--- src/rtl/tcs3200_pkg.sv ---
// Shared definitions for the TCS3200 colour capture block: filter codes,
// FSM state encoding and channel indices.
package tcs3200_pkg;

    localparam logic [1:0] FLT_RED   = 2'b00;
    localparam logic [1:0] FLT_GREEN = 2'b11;
    localparam logic [1:0] FLT_BLUE  = 2'b01;

    typedef enum logic [2:0] {
        ST_IDLE,
        ST_SEL,
        ST_SETTLE,
        ST_GATE,
        ST_STORE,
        ST_PUBLISH
    } state_t;

    typedef enum logic [1:0] {
        CH_R,
        CH_G,
        CH_B
    } ch_t;

    function automatic logic [1:0] filter_code(input ch_t ch);
        case (ch)
            CH_R:    return FLT_RED;
            CH_G:    return FLT_GREEN;
            default: return FLT_BLUE;
        endcase
    endfunction

endpackage

--- src/rtl/sensor_edge_sync.sv ---
// Brings the asynchronous sensor square wave into the clock domain and
// produces a one-cycle pulse per rising edge.
module sensor_edge_sync (
    input  logic clk_i,
    input  logic rst_ni,
    input  logic async_i,
    output logic rise_o
);

    // [0],[1] form the synchroniser; [2] holds the previous settled level
    logic [2:0] sync_q;

    always_ff @(posedge clk_i or negedge rst_ni) begin
        if (!rst_ni) begin
            sync_q <= 3'b000;
        end else begin
            sync_q <= {sync_q[1:0], async_i};
        end
    end

    assign rise_o = sync_q[1] & ~sync_q[2];

endmodule

--- src/rtl/tcs3200_rgb_capture.sv ---
// Sequences the TCS3200 through red, green and blue filters, counts sensor
// edges over a gate window per filter and publishes a 24-bit RGB frame.
module tcs3200_rgb_capture
    import tcs3200_pkg::*;
#(
    parameter int SETTLE_CYCLES = 10000,
    parameter int GATE_CYCLES   = 1000000,
    parameter int CNT_W         = 20,
    parameter int SHIFT         = 2
) (
    input  logic        clk_100MHz,
    input  logic        Rst,
    input  logic        enable,
    input  logic        sensor_out,
    output logic        S0,
    output logic        S1,
    output logic        S2,
    output logic        S3,
    output logic [23:0] RGB_Data,
    output logic        data_valid,
    output logic        busy
);

    localparam int TMR_MAX = (GATE_CYCLES > SETTLE_CYCLES) ? GATE_CYCLES : SETTLE_CYCLES;
    localparam int TMR_W   = $clog2(TMR_MAX + 1);

    localparam logic [TMR_W-1:0] SETTLE_LAST = TMR_W'(SETTLE_CYCLES - 1);
    localparam logic [TMR_W-1:0] GATE_LAST   = TMR_W'(GATE_CYCLES - 1);
    localparam logic [TMR_W-1:0] TMR_ONE     = TMR_W'(1);
    localparam logic [CNT_W-1:0] CNT_ONE     = CNT_W'(1);
    localparam logic [CNT_W-1:0] CNT_BYTE    = CNT_W'(255);

    state_t             state_q;
    ch_t                ch_q;
    logic [1:0]         flt_q;
    logic [TMR_W-1:0]   tmr_q;
    logic [CNT_W-1:0]   cnt_q;
    logic [7:0]         shr_q, shg_q, shb_q;
    logic [23:0]        rgb_q;
    logic               data_valid_q;
    logic               busy_q;
    logic               rise;
    logic [7:0]         byte_d;

    function automatic logic [7:0] sat_byte(input logic [CNT_W-1:0] c);
        logic [CNT_W-1:0] s;
        s = c >> SHIFT;
        return (s > CNT_BYTE) ? 8'hFF : s[7:0];
    endfunction

    sensor_edge_sync u_sync (
        .clk_i   (clk_100MHz),
        .rst_ni  (Rst),
        .async_i (sensor_out),
        .rise_o  (rise)
    );

    assign byte_d = sat_byte(cnt_q);

    always_ff @(posedge clk_100MHz or negedge Rst) begin
        if (!Rst) begin
            state_q      <= ST_IDLE;
            ch_q         <= CH_R;
            flt_q        <= FLT_RED;
            tmr_q        <= '0;
            cnt_q        <= '0;
            shr_q        <= 8'h00;
            shg_q        <= 8'h00;
            shb_q        <= 8'h00;
            rgb_q        <= 24'h000000;
            data_valid_q <= 1'b0;
            busy_q       <= 1'b0;
        end else begin
            data_valid_q <= 1'b0;
            case (state_q)
                ST_IDLE: begin
                    if (enable) begin
                        state_q <= ST_SEL;
                        ch_q    <= CH_R;
                        busy_q  <= 1'b1;
                    end
                end
                ST_SEL: begin
                    flt_q   <= filter_code(ch_q);
                    cnt_q   <= '0;
                    tmr_q   <= '0;
                    state_q <= ST_SETTLE;
                end
                ST_SETTLE: begin
                    if (tmr_q == SETTLE_LAST) begin
                        tmr_q   <= '0;
                        state_q <= ST_GATE;
                    end else begin
                        tmr_q <= tmr_q + TMR_ONE;
                    end
                end
                ST_GATE: begin
                    // Saturate instead of wrapping so a fast sensor reads as bright
                    if (rise && (cnt_q != '1)) begin
                        cnt_q <= cnt_q + CNT_ONE;
                    end
                    if (tmr_q == GATE_LAST) begin
                        state_q <= ST_STORE;
                    end else begin
                        tmr_q <= tmr_q + TMR_ONE;
                    end
                end
                ST_STORE: begin
                    case (ch_q)
                        CH_R: begin
                            shr_q   <= byte_d;
                            ch_q    <= CH_G;
                            state_q <= ST_SEL;
                        end
                        CH_G: begin
                            shg_q   <= byte_d;
                            ch_q    <= CH_B;
                            state_q <= ST_SEL;
                        end
                        default: begin
                            shb_q        <= byte_d;
                            data_valid_q <= 1'b1;
                            state_q      <= ST_PUBLISH;
                        end
                    endcase
                end
                ST_PUBLISH: begin
                    rgb_q <= {shr_q, shg_q, shb_q};
                    if (enable) begin
                        state_q <= ST_SEL;
                        ch_q    <= CH_R;
                    end else begin
                        state_q <= ST_IDLE;
                        busy_q  <= 1'b0;
                    end
                end
                default: begin
                    state_q <= ST_IDLE;
                    busy_q  <= 1'b0;
                end
            endcase
        end
    end

    assign S0         = 1'b1;
    assign S1         = 1'b0;
    assign S2         = flt_q[1];
    assign S3         = flt_q[0];
    assign RGB_Data   = rgb_q;
    assign data_valid = data_valid_q;
    assign busy       = busy_q;

endmodule

--- config.mk ---
export PLATFORM = sky130hd
export DESIGN_NAME = tcs3200_rgb_capture
export DESIGN_NICKNAME = d
export VERILOG_FILES = /design/src/rtl/tcs3200_pkg.sv /design/src/rtl/sensor_edge_sync.sv /design/src/rtl/tcs3200_rgb_capture.sv
export SDC_FILE = /design/constraint.sdc
export NUM_CORES = 1
export LEC_CHECK = 0
export BUFFER_PORTS_ARGS = -buffer_cell sky130_fd_sc_hd__buf_4
export CAP_MARGIN = 40
export CORE_MARGIN = 3
export CORE_UTILIZATION = 60
export CTS_CLUSTER_SIZE = 28
export DETAILED_ROUTE_END_ITERATION = 8
export GPL_TIMING_DRIVEN = 0
export PLACE_DENSITY_LB_ADDON = 0.12
export SLEW_MARGIN = 25
export SYNTH_ARGS = -nofsm -noshare
export SYNTH_HDL_FRONTEND = slang
export SYNTH_SLANG_ARGS = --single-unit
--- constraint.sdc ---
create_clock -name clk_100MHz -period 2.68 [get_ports clk_100MHz]
set_clock_uncertainty 0.2 [all_clocks]
set_input_delay 0.536 -clock clk_100MHz [delete_from_list [all_inputs] [get_ports clk_100MHz]]
set_output_delay 0.536 -clock clk_100MHz [all_outputs]
set_load 0.01 [all_outputs]
After elaboration in Yosys (flattened, before gate mapping)
Cells that the tools add are included.

operators by class
  add/subtract/negate cells = 2
  bitwise gates (word level) = 4
  reductions and logical operators = 17
  magnitude comparators = 1
  mux-type cells = 21
  equality and inequality tests = 17

operators with widths
  cell                                                            number
  2-to-1 mux 20 bit                                               3
  one-hot mux 20 bit (3 select lines)                             1
  adder 20 x 1 -> 20 bit, second input constant                   2
  one-hot mux 20 bit (2 select lines)                             1
  == test 20 x 14 -> 1 bit, second input constant                 1
  == test 20 bit, second input constant                           1
  != test 20 bit, second input constant                           1
  greater-than comparator 18 x 8 -> 1 bit, second input constant  1
  one-hot mux 3 bit (6 select lines)                              1
  2-to-1 mux 3 bit                                                4
  != test 2 bit, second input constant                            6
  one-hot mux 2 bit (2 select lines)                              3
  AND reduction 2 bit                                             5
  AND reduction 3 bit                                             3
  2-to-1 mux 8 bit                                                1
  == test 3 x 2 -> 1 bit, second input constant                   2
  == test 3 bit, second input constant                            2
  2-to-1 mux 1 bit                                                5
  nonzero test 2 bit                                              2
  OR reduction 2 bit                                              2
  OR reduction 4 bit                                              1
  == test 3 x 1 -> 1 bit, second input constant                   1
  zero test 3 bit                                                 1
  != test 3 bit, second input constant                            1
  9 further kinds                                                 11

word-level totals
  bits in registers = 100
  input bits = 4
  output and inout bits = 30
  word-level logic and storage cells = 74

Depth between registers and ports, before layout
  word-level depth = 5
  gate-level depth with buffers = 8
  mapped depth without buffers = 7

Modules after synthesis
A second synthesis with hierarchy kept.

second synthesis, totals
  cell total of the unflattened synthesis = 497
  area total of the unflattened synthesis = 4847.1 µm²

modules (own cells, without submodules)
  module               cells each  times used  area each (µm²)  sequential area each (µm²)
  tcs3200_rgb_capture  493         1           4758.3           2427.3
  sensor_edge_sync     4           1           88.8             75.1

Worst setup path before layout
OpenSTA, ideal clock, no wires.

  kind = reg2reg
  start = register tmr_q[0]
  end = register tmr_q[5]
  setup slack = 0.532 ns
  arrival time = 1.822 ns
  cell stages (with the launch flop) = 7
  data required time = 2.354 ns
  period minus slack after synthesis = 2.148 ns
  cell sequence = dfrtp_1 ha_1 nand3_1 nor4b_1 a31oi_1 and3_1 a221o_1

between the ends
  word-level cells in the longest chain between the ends = 3
  elaborated cells on any way between the ends = 8
  classes of those cells = add/sub: 1; eq/ne: 3; mux: 3; reduce/logical: 1

ends and longest elaborated chain
  element                                                                     line                                                   RTL
  from (decl)                                                                 tcs3200_rgb_capture.sv:36                              logic [TMR_W-1:0] tmr_q;
  from (signal assigned)                                                      tcs3200_rgb_capture.sv:94                              tmr_q <= tmr_q + TMR_ONE;
  from (signal assigned)                                                      tcs3200_rgb_capture.sv:105                             tmr_q <= tmr_q + TMR_ONE;
  adder 20 x 1 -> 20 bit (tied with other cells)                              tcs3200_rgb_capture.sv:94, tcs3200_rgb_capture.sv:105
  2-to-1 mux 20 bit (tied with other cells)                                   tcs3200_rgb_capture.sv:102                             if (tmr_q == GATE_LAST) begin
  one-hot mux 20 bit (3 select lines) or AND reduction 2 bit (tied branches)  --

Several ways; a longest one is shown, not always the timed one. The select of a mux whose other input is x is not followed.
A chain may end at the register's enable or synchronous reset.

Worst setup path after layout
  start = register tmr_q[6]
  end = register tmr_q[5]

between the ends
  word-level cells in the longest chain between the ends = 3
  elaborated cells on any way between the ends = 6
  classes of those cells = eq/ne: 3; mux: 2; reduce/logical: 1

ends and longest elaborated chain
  element                                                                     line
  == test 20 x 14 -> 1 bit or == test 20 bit (tied branches)                  tcs3200_rgb_capture.sv:90, tcs3200_rgb_capture.sv:102
  2-to-1 mux 20 bit or != test 2 bit (tied branches)                          --
  one-hot mux 20 bit (3 select lines) or AND reduction 2 bit (tied branches)  --

Several ways; a longest one is shown, not always the timed one.

==> impl_metrics.csv <==
group,metric,value,unit
pwr,p_leak,2.45,nW
setup_path,worstSetupStartpointType,"flip-flop",
sta,hold_viol,0,
synthesis,yosys_warnings,0,
cells_and_area,nets,500,
pwr,power,0.00256,W
floorplanning,coreArea,7330,sq um
synthesis,yosysMostFrequentCell,"dfrtp_1",
setup_path,crit_arrival,2.54,ns
outcome,outcome,"finished, final reports clean",
clock_tree,clockBufferDepth,2,
placed_design,placed_area,4980,sq um
setup_path,cpPeakStageDelay,0.48,ns
clock_tree,root_buffer,"clkbuf_8",
synthesis,netlist_top_cells_count,"100 x dfrtp_1, 45 x nand2_1, 43 x nor2_1",
routing,via_per_inst,5.93,
floorplanning,rows,31,
global_route,grt_max_degree,74,
clock_tree,insertion_delay,0.36,ns
pwr,vdd.ir_drop.worst,0.250,mV
synthesis,synth_edf_count,0,
sta,slew_viol_final,0,
clock_tree,h-tree-depth,3,
clock_tree,clkTransAtPathRegs,0.10,ns
sta,max_slew_margin,0.532,
global_route,grt_use_total,0.238,
sta,holdWs,0.0792,ns
setup_path,cp-end-kind,"flip-flop",
floorplanning,io_pins,34,
job,drv_cap,0,
sta,tns,0,ns
global_route,grt_pass1_vias,3361,
placed_design,place.gp.congestion,0.920,
synthesis,syn_inst,450,
synthesis,syn_nets,456,
floorplanning,die_w,93.5,microns
global_route,antenna_found_initial,0,
synthesis,synth-seq-cells,100,
clock_tree,numCtsBuffers,9,
setup_path,path_delay_family,"simple AND/OR/NAND/NOR gates",
synthesis,yosysTopAreaCell,"dfrtp_1",
sta,post-route-min-period,2.48,ns
routing,wl,9570,microns
synthesis,async_reset_ff_frac,1.00,
setup_path,worstSetupPathType,"reg2reg",
placed_design,placed_cells,581,
synthesis,synthTopCellsByArea,"dfrtp_1 54%, mux2_2 5.9%, o21ai_0 4.5%",
global_route,grt_pass1_wl,16400,microns
clock_tree,numClockSinks,100,
floorplanning,die_h,93.5,microns
synthesis,syn_avg_cell_area,10.2,sq um
floorplanning,initial_core_util,0.627,
sta,worst_pin_slew,0.695,ns
placed_design,port_buffers,31,
cells_and_area,areaGrowthSynthToFinish,13.6,%
sta,period_share,0.927,
setup_path,cp_slowest_cell,"nor4_1",
routing,drc_errors,0,
routing,wl_per_cell,16.0,microns
setup_path,critPathRequiredTime,2.74,ns
routing,vias,3548,
synthesis,ys.flop_type,"dfrtp_1",
setup_path,crit_fanout,9,
synthesis,yosysUniqueCellTypes,57,
routing,drt-initial-drc-count,228,
setup_path,cp_num_buf_inv,0,
synthesis,yosys.area.top_type_share,0.545,
setup_path,r2r_slack,0.20,ns
global_route,grt_remaining_overflow,0,
routing,drt.antenna.violating_nets,0,
clock_tree,cts_tree,"yes",
sta,finalSetupViolations,0,
sta,max_freq,402,MHz
cells_and_area,antenna_cells,0,
synthesis,synth_area,4590,sq um
pwr,p_per_area,491,nW/um^2
sta,rsz0062_at_grt,"false",
setup_path,crit_chain,"nor4_1, nand4_1, o31ai_4, nor2_1, a221o_1",
routing,first_pass_iters,4,
synthesis,seq_area_frac_synth,0.545,
cells_and_area,drive_gt1_frac,0.192,
placed_design,dpl.hpwl,6790,microns
floorplanning,die-area,8740,sq um
clock_tree,cts_setup_buffers,0,
cells_and_area,layoutNonFillerInstCount,598,
cells_and_area,final_cell_area,5220,sq um
min_path,hp-class,"in2reg",
## layer usage
| layer | track usage | up-vias | wire length (microns) |
|---|---|---|---|
| li1 | - | 1705 | - |
| met1 | 0.331 | 1713 | 4410 |
| met2 | 0.379 | 116 | 4450 |
| met3 | 0.0467 | 14 | 522 |
| met4 | 0.0708 | 0 | 184 |
| met5 | 0 | - | 0 |
## kinds of logic (layout without fill, tap and decap cells)
family,count (synthesis),in the layout,share of synthesized area
buffers and inverters,28,77,0.0275
AND/OR/NAND/NOR,183,183,0.206
multiplexers,26,26,0.0632
flip-flops,100,100,0.545
XOR/XNOR,7,7,0.0133
other,2,2,0.00164
adder cells (fa/ha/maj),2,2,0.00545
AO/OA/AOI/OAI,102,102,0.138
## power by group
group | leakage (nW) | total, W | internal (W) | switching, W
Sequential | 1.36 | 0.00151 | 0.00151 | 0.00000139
Clock | 0.108 | 0.00101 | 0.000450 | 0.000559
Combinational | 0.982 | 0.0000427 | 0.0000111 | 0.0000316
## flip-flops by register name, indices dropped and copies added, names as in the netlist
signal and flops:
RGB_Data 24, busy 1, ch_q 2, cnt_q 20
data_valid 1, flt_q 2, shb_q 8, shg_q 8
shr_q 8, state_q 3, tmr_q 20, u_sync.sync_q 3
## final cells by class
| class | count | area [sq um] |
|---|---|---|
| timing repair buffer | 33 | 274 |
| tap | 99 | 124 |
| buffer | 18 | 88.8 |
| multi-input combinational | 322 | 1980 |
| sequential | 100 | 2500 |
| clock buffer | 9 | 124 |
| clock inverter | 7 | 83.8 |
| inverter | 10 | 37.5 |
| fill | 532 | 2110 |
## cell usage in the layout (no fill, tap or decap), types with 3 or more instances in the layout
cell type / count
nand3_1: 19
mux2_2: 24
and4_1: 3
buf_4: 32
clkbuf_1: 10
nand4_1: 11
o21ai_0: 41
a21oi_1: 26
and2_1: 4
nand3b_1: 3
o31ai_1: 4
or3_1: 4
buf_2: 5
nor3_1: 6
a22o_1: 7
inv_1: 10
nor2b_1: 5
nand2_1: 45
nor4_1: 11
and3_1: 9
clkbuf_8: 9
a31o_2: 3
xnor2_1: 5
nor2_1: 43
a211oi_1: 3
nand2b_1: 5
dfrtp_1: 100
## path summary, 6_finish.rpt
check / from / cells after the start / end
setup / recovery: tmr_q[6] / 5 / tmr_q[5]
max in group asynchronous: Rst / 3 / u_sync.sync_q[0]
hold reg to reg: u_sync.sync_q[0] / 0 / u_sync.sync_q[1]
min in group asynchronous: Rst / 2 / RGB_Data[9]
setup reg to reg: tmr_q[6] / 5 / tmr_q[5]
hold / removal: sensor_out / 1 / u_sync.sync_q[0]
## repair_timing
action	CTS	global route
endpoints found under the hold margin	27	0
gates resized for setup	1	2
hold buffers	1	0
setup endpoints to repair	1	16
## worst register-to-register path, stage by stage, from the launching register on
cell and delay (ns):
dfrtp_1 0.47, nor4_1 0.48, nand4_1 0.22, o31ai_4 0.39
nor2_1 0.27, a221o_1 0.34
## metrics by stage
stage	setup WS, ns	utilization
floorplan	0.532	-
global placement	0.0758	0.675
detailed placement	0.0277	0.679
CTS	0.0667	0.710
global route	0.0681	0.712
finish	0.195	0.712
Note: power is estimated with default switching activity, not from simulation.
